<file path="src/rtl/domain_task_arbiter.sv">
// Round-robin arbiter sharing one domain_task crossing channel among N
// clkA-side requesters. Latches the winner's command, issues a one-cycle
// TaskStart, holds the grant until TaskDone and returns a per-requester Done
// pulse. A sticky watchdog flags tasks outstanding for TIMEOUT WAIT cycles.
module domain_task_arbiter #(
    parameter int unsigned N       = 4,
    parameter int unsigned W       = 16,
    parameter int unsigned TIMEOUT = 1024
) (
    input  logic           clkA,
    input  logic           Reset_clkA,
    input  logic [N-1:0]   Req_clkA,
    input  logic [N*W-1:0] Cmd_clkA,
    output logic [N-1:0]   Grant_clkA,
    output logic [N-1:0]   Done_clkA,
    output logic           TaskStart_clkA,
    output logic [W-1:0]   TaskCmd_clkA,
    input  logic           TaskBusy_clkA,
    input  logic           TaskDone_clkA,
    output logic           Timeout_clkA
);

    localparam int unsigned IW = (N > 1) ? $clog2(N) : 1;
    localparam int unsigned CW = $clog2(TIMEOUT + 1);

    typedef enum logic [1:0] {
        IDLE,
        START,
        WAIT
    } stateT;

    stateT         state;
    logic [IW-1:0] last;
    logic [IW-1:0] grantIdx;
    logic [IW-1:0] selIdx;
    logic          selValid;
    logic [CW-1:0] wdCnt;
    int unsigned   cand;

    // Pick the first requester searching upward from last+1, wrapping at N
    always_comb begin
        selValid = 1'b0;
        selIdx   = '0;
        cand     = 0;
        for (int unsigned i = 0; i < N; i++) begin
            cand = (32'(last) + 32'd1 + i) % N;
            if (!selValid && Req_clkA[IW'(cand)]) begin
                selValid = 1'b1;
                selIdx   = IW'(cand);
            end
        end
    end

    // Arbitration FSM with registered grant, start, done, command and watchdog
    always_ff @(posedge clkA) begin
        if (Reset_clkA) begin
            state          <= IDLE;
            last           <= IW'(N - 1);
            grantIdx       <= '0;
            Grant_clkA     <= '0;
            Done_clkA      <= '0;
            TaskStart_clkA <= 1'b0;
            TaskCmd_clkA   <= '0;
            Timeout_clkA   <= 1'b0;
            wdCnt          <= '0;
        end else begin
            Done_clkA <= '0;
            unique case (state)
                IDLE: begin
                    // TaskBusy gate covers a far side still finishing a task
                    // orphaned by a reset; its late TaskDone is ignored here.
                    if (selValid && !TaskBusy_clkA) begin
                        grantIdx       <= selIdx;
                        Grant_clkA     <= N'(1) << selIdx;
                        TaskCmd_clkA   <= Cmd_clkA[selIdx*W +: W];
                        TaskStart_clkA <= 1'b1;
                        state          <= START;
                    end
                end
                START: begin
                    TaskStart_clkA <= 1'b0;
                    wdCnt          <= '0;
                    state          <= WAIT;
                end
                WAIT: begin
                    if (wdCnt < CW'(TIMEOUT)) begin
                        wdCnt <= wdCnt + 1'b1;
                        if (wdCnt == CW'(TIMEOUT - 1)) begin
                            Timeout_clkA <= 1'b1;
                        end
                    end
                    if (TaskDone_clkA) begin
                        Done_clkA  <= Grant_clkA;
                        Grant_clkA <= '0;
                        last       <= grantIdx;
                        state      <= IDLE;
                    end
                end
                default: state <= IDLE;
            endcase
        end
    end

endmodule

</file>
<file path="config.mk">
export PLATFORM = sky130hd
export DESIGN_NAME = domain_task_arbiter
export DESIGN_NICKNAME = d
export VERILOG_FILES = /design/src/rtl/domain_task_arbiter.sv
export SDC_FILE = /design/constraint.sdc
export NUM_CORES = 1
export LEC_CHECK = 0
export CORE_ASPECT_RATIO = 1.75
export CORE_MARGIN = 5
export CORE_UTILIZATION = 47
export DETAILED_ROUTE_END_ITERATION = 10
export GPL_TIMING_DRIVEN = 1
export PLACE_DENSITY = 0.86
export SLEW_MARGIN = 20
export SYNTH_ARGS = -nofsm -noshare
export SYNTH_HDL_FRONTEND = slang
export SYNTH_SLANG_ARGS = --single-unit
export TNS_END_PERCENT = 50
</file>
<file path="constraint.sdc">
create_clock -name clkA -period 4.85 [get_ports clkA]
set_input_delay 0.485 -clock clkA [delete_from_list [all_inputs] [get_ports clkA]]
set_output_delay 0.485 -clock clkA [all_outputs]
set_load 0.03 [all_outputs]
</file>
==> flow_summary.html <==
<table>
<tr><th>Metric</th><th>Value</th></tr>
<tr><th colspan="2">Timing</th></tr>
<tr><td>Worst Hold Margin</td><td>~460 ps</td></tr>
<tr><td>Worst rel slew slack</td><td>0.244</td></tr>
<tr><td>Ratio of final minimum period to clock period</td><td>0.542</td></tr>
<tr><td>Final setup violation count</td><td>0</td></tr>
<tr><td>Pin slew with the least headroom to its limit</td><td>approximately 1100 ps</td></tr>
<tr><td>Max-slew violations</td><td>0</td></tr>
<tr><td>Number of hold violations in the final report</td><td>0</td></tr>
<tr><td>RSZ-0062 raised after global routing</td><td>no</td></tr>
<tr><td>FMAX</td><td>approximately 380 MHz</td></tr>
<tr><td>Worst clock skew</td><td>approximately 7 ps</td></tr>
<tr><td>Fin crit period</td><td>between 2000 and 3000 ps</td></tr>
<tr><td>Fin Setup TNS</td><td>0 ps</td></tr>
<tr><th colspan="2">Worst setup path</th></tr>
<tr><td>Worst setup path startpoint</td><td>Req_clkA[3]</td></tr>
<tr><td>Worst setup slack for register-to-register paths</td><td>between 2000 and 3000 ps</td></tr>
<tr><td>Critical Path AT</td><td>about 2900 ps</td></tr>
<tr><td>Kind of start point of the critical path</td><td>input port</td></tr>
<tr><td>CP Data Required Time</td><td>a little over 5000 ps</td></tr>
<tr><td>Ordered list of cells on the worst path</td><td>clkdlybuf4s50_1, nor4_2, or4_1, nand3_1, a21oi_1</td></tr>
<tr><td>Setup Crit Path Kind</td><td>in2reg</td></tr>
<tr><td>Beginning of the worst register-to-register path</td><td>state[0]</td></tr>
<tr><td>Buf+Inv Stages, Crit Path</td><td>1</td></tr>
<tr><td>Sort of element at the end of the critical path</td><td>flop</td></tr>
<tr><td>Maximum cell stage delay along the critical path</td><td>930 ps</td></tr>
<tr><td>Family with the most delay on the worst path</td><td>simple AND/OR/NAND/NOR gates</td></tr>
<tr><td>Cell at the slowest stage of the critical path</td><td>sky130_fd_sc_hd__or4_1</td></tr>
<tr><td>Largest driver fanout on the critical path</td><td>23</td></tr>
<tr><th colspan="2">Routing</th></tr>
<tr><td>Iteration-0 DRC Markers</td><td>98</td></tr>
<tr><td>Post-detailed-route count of antenna-violating nets</td><td>0</td></tr>
<tr><td>Via count</td><td>2420</td></tr>
<tr><td>Drt pass-1 iters</td><td>5</td></tr>
<tr><td>Routed length per instance</td><td>17.4 um</td></tr>
<tr><td>Routed wire length</td><td>~7.0 mm</td></tr>
<tr><td>DRC</td><td>0</td></tr>
<tr><td>Via-per-instance ratio</td><td>between 6 and 7</td></tr>
<tr><th colspan="2">CTS</th></tr>
<tr><td>Number of H-tree branching levels</td><td>2</td></tr>
<tr><td>Total of hold buffers inserted after clock tree synthesis</td><td>0</td></tr>
<tr><td>Clock insertion delay at the later pin of the skew report</td><td>~300 ps</td></tr>
<tr><td>Post CTS Setup Buffer Count</td><td>0</td></tr>
<tr><td>Cell at the root of the clock tree</td><td>sky130_fd_sc_hd__clkbuf_8</td></tr>
<tr><td>Clock slew at reported path FFs</td><td>80 ps</td></tr>
<tr><td>CTS Sinks</td><td>43</td></tr>
<tr><td>Post-cts repair resize count</td><td>0</td></tr>
<tr><td>Clock tree from TritonCTS</td><td>done</td></tr>
<tr><td>Clock tree buffer depth</td><td>2</td></tr>
<tr><td>Total clock buffers created by CTS</td><td>5</td></tr>
<tr><th colspan="2">Die</th></tr>
<tr><td>Row count</td><td>35</td></tr>
<tr><td>Die W</td><td>between 60 and 70 um</td></tr>
<tr><td>Die H</td><td>~110 um</td></tr>
<tr><td>Core footprint</td><td>just over 5000 um^2</td></tr>
<tr><td>Die area</td><td>6860 um^2</td></tr>
<tr><td>Number of top-level pins</td><td>between 90 and 100</td></tr>
<tr><td>Starting utilization of the core area</td><td>0.477</td></tr>
<tr><th colspan="2">Synthesis</th></tr>
<tr><td>Flip-flop cell with the highest count after synthesis</td><td>sky130_fd_sc_hd__dfxtp_1</td></tr>
<tr><td>Dominant cell by count in the synthesized netlist</td><td>sky130_fd_sc_hd__dfxtp_1</td></tr>
<tr><td>Area of the mapped netlist</td><td>between 2000 and 2500 um^2</td></tr>
<tr><td>Top cells by count, synth</td><td>sky130_fd_sc_hd__dfxtp_1, sky130_fd_sc_hd__o21ai_0, sky130_fd_sc_hd__mux2i_1</td></tr>
<tr><td>Average footprint of a synthesized cell</td><td>9.31 um^2</td></tr>
<tr><td>Biggest area contributors in the synthesized netlist</td><td>sky130_fd_sc_hd__dfxtp_1, sky130_fd_sc_hd__a221oi_2, sky130_fd_sc_hd__mux2i_1</td></tr>
<tr><td>Distinct cell type count after synthesis</td><td>between 40 and 50</td></tr>
<tr><td>Number of flip-flops and latches in the synthesized netlist</td><td>43</td></tr>
<tr><td>Share of the synthesized area in the top cell type</td><td>0.349</td></tr>
<tr><td>Post-Syn Nets</td><td>338</td></tr>
<tr><td>Share of async-settable or async-resettable flops after synthesis</td><td>0</td></tr>
<tr><td>Number of instances in the synthesized netlist</td><td>around 270</td></tr>
<tr><td>Cell taking the most area after synthesis</td><td>sky130_fd_sc_hd__dfxtp_1</td></tr>
<tr><td>Number of synthesized flops with an enable pin</td><td>0</td></tr>
<tr><td>Share of synthesized area occupied by flip-flops and latches</td><td>0.349</td></tr>
<tr><td>Number of warning messages in the yosys log</td><td>0</td></tr>
<tr><th colspan="2">Hold path</th></tr>
<tr><td>Kind of path behind the tightest hold check</td><td>reg2reg</td></tr>
<tr><td>Launch point of the worst hold path</td><td>grantIdx[1]</td></tr>
<tr><th colspan="2">Finish</th></tr>
<tr><td>Area of the multi-input gates</td><td>approximately 1500 um^2</td></tr>
<tr><td>Fill cell count</td><td>421</td></tr>
<tr><td>Area growth, synth to finish</td><td>42.1%</td></tr>
<tr><td>Final antenna diode count</td><td>0</td></tr>
<tr><td>Register area</td><td>roughly 860 um^2</td></tr>
<tr><td>Layout cell share with drive strength beyond 1</td><td>0.118</td></tr>
<tr><td>Net count of the finished layout</td><td>420</td></tr>
<tr><th colspan="2">GRT</th></tr>
<tr><td>Via count of the first global-routing pass</td><td>2422</td></tr>
<tr><td>GRT overflow</td><td>0</td></tr>
<tr><td>Largest net degree at the start of global routing</td><td>39</td></tr>
<tr><td>Total routing resource utilization after global routing</td><td>0.205</td></tr>
<tr><td>Antenna violations before repair</td><td>0</td></tr>
<tr><td>Wire length of the first global-routing pass</td><td>11.1 mm</td></tr>
<tr><th colspan="2">Placed design</th></tr>
<tr><td>Port Buffers</td><td>97</td></tr>
<tr><td>Final estimated routing congestion in global placement</td><td>0.812</td></tr>
<tr><td>Final HPWL from detailed placement</td><td>roughly 5 mm</td></tr>
<tr><th colspan="2">Run status</th></tr>
<tr><td>Status</td><td>complete, no violations</td></tr>
<tr><th colspan="2">Pwr</th></tr>
<tr><td>P_leak</td><td>around 1.3 nW</td></tr>
<tr><td>Areal power density over the cells</td><td>approximately 280 nW/um^2</td></tr>
<tr><td>Peak ir drop on the vdd network</td><td>between 0.15 and 0.2 mV</td></tr>
<tr><th colspan="2">Job</th></tr>
<tr><td>Max-Cap Viols</td><td>0</td></tr>
</table>
-- layout make-up --
cell class              count  share of cell area
repair buffers             99               0.281
clock buffers               6              0.0236
flip-flops and latches     43               0.246
multi-input cells         195               0.417
well taps                  55              0.0196
inverters                   3             0.00321
clock inverters             2             0.00999
-- state kept, by name, summed over array words and instances, names as in the netlist --
name and count:
state 2, wdCnt 11, Grant_clkA 4, Timeout_clkA 1
Done_clkA 4, last 2, TaskStart_clkA 1, TaskCmd_clkA 16
grantIdx 2
-- cell usage in the layout (no fill, tap or decap), types with 6 or more instances in the layout --
master,count
sky130_fd_sc_hd__clkdlybuf4s50_1,97
sky130_fd_sc_hd__dfxtp_1,43
sky130_fd_sc_hd__o21ai_0,21
sky130_fd_sc_hd__mux2i_1,19
sky130_fd_sc_hd__o211ai_1,18
sky130_fd_sc_hd__nor2_1,16
sky130_fd_sc_hd__nand2_1,16
sky130_fd_sc_hd__a21oi_1,15
sky130_fd_sc_hd__a221oi_2,13
sky130_fd_sc_hd__o22ai_2,9
sky130_fd_sc_hd__o22ai_1,9
sky130_fd_sc_hd__nand2b_1,6
sky130_fd_sc_hd__and2_1,6
sky130_fd_sc_hd__nand3_1,6
sky130_fd_sc_hd__clkbuf_8,6
-- through the flow --
step	cells	instance area (um^2)	utilization	power, W	setup WS [ps]
finish	403	3510	0.678	0.000966	2220
CTS	403	3510	0.678	0.000968	2230
floorplan	265	2470	-	0.000565	3040
global placement	395	3390	0.656	0.000676	2040
detailed placement	395	3390	0.656	0.000681	1970
global route	403	3510	0.678	0.00101	2060
-- logic make-up after synthesis --
group,synth area share
buf+inv,0.0669
compound gates,0.337
xor+xnor,0.0107
simple gates,0.150
flops,0.349
fa+ha+maj,0.00507
mux,0.0816
-- worst min-delay path, delay by kind of cell (launching register included) --
family           cells  cell delay (ps)
AO/OA/AOI/OAI        1               50
flip-flops           1              320
AND/OR/NAND/NOR      1               50
-- power breakdown --
part	leakage, nW	internal (W)	switching (W)
clock network	0.0612	0.000167	0.000125
logic	0.851	0.000137	0.000141
registers	0.352	0.000376	0.0000207
total	1.26	0.000679	0.000286
-- worst paths after layout --
| check | cells past startpoint | to |
|---|---|---|
| worst min-delay path | 2 | grantIdx[1] |
| worst max-delay path | 5 | Grant_clkA[3] |
| worst max register to register | 3 | TaskCmd_clkA[1] |
| worst min register to register | 2 | grantIdx[1] |
-- per-layer routing --
metal,track usage,part of all wire,vias to the layer above
met3,0.0522,0.067,21
met2,0.367,0.54,107
li1,-,-,1173
met5,0,0,-
met1,0.212,0.35,1119
met4,0.109,0.042,0
(Power assumes the default switching activity.)
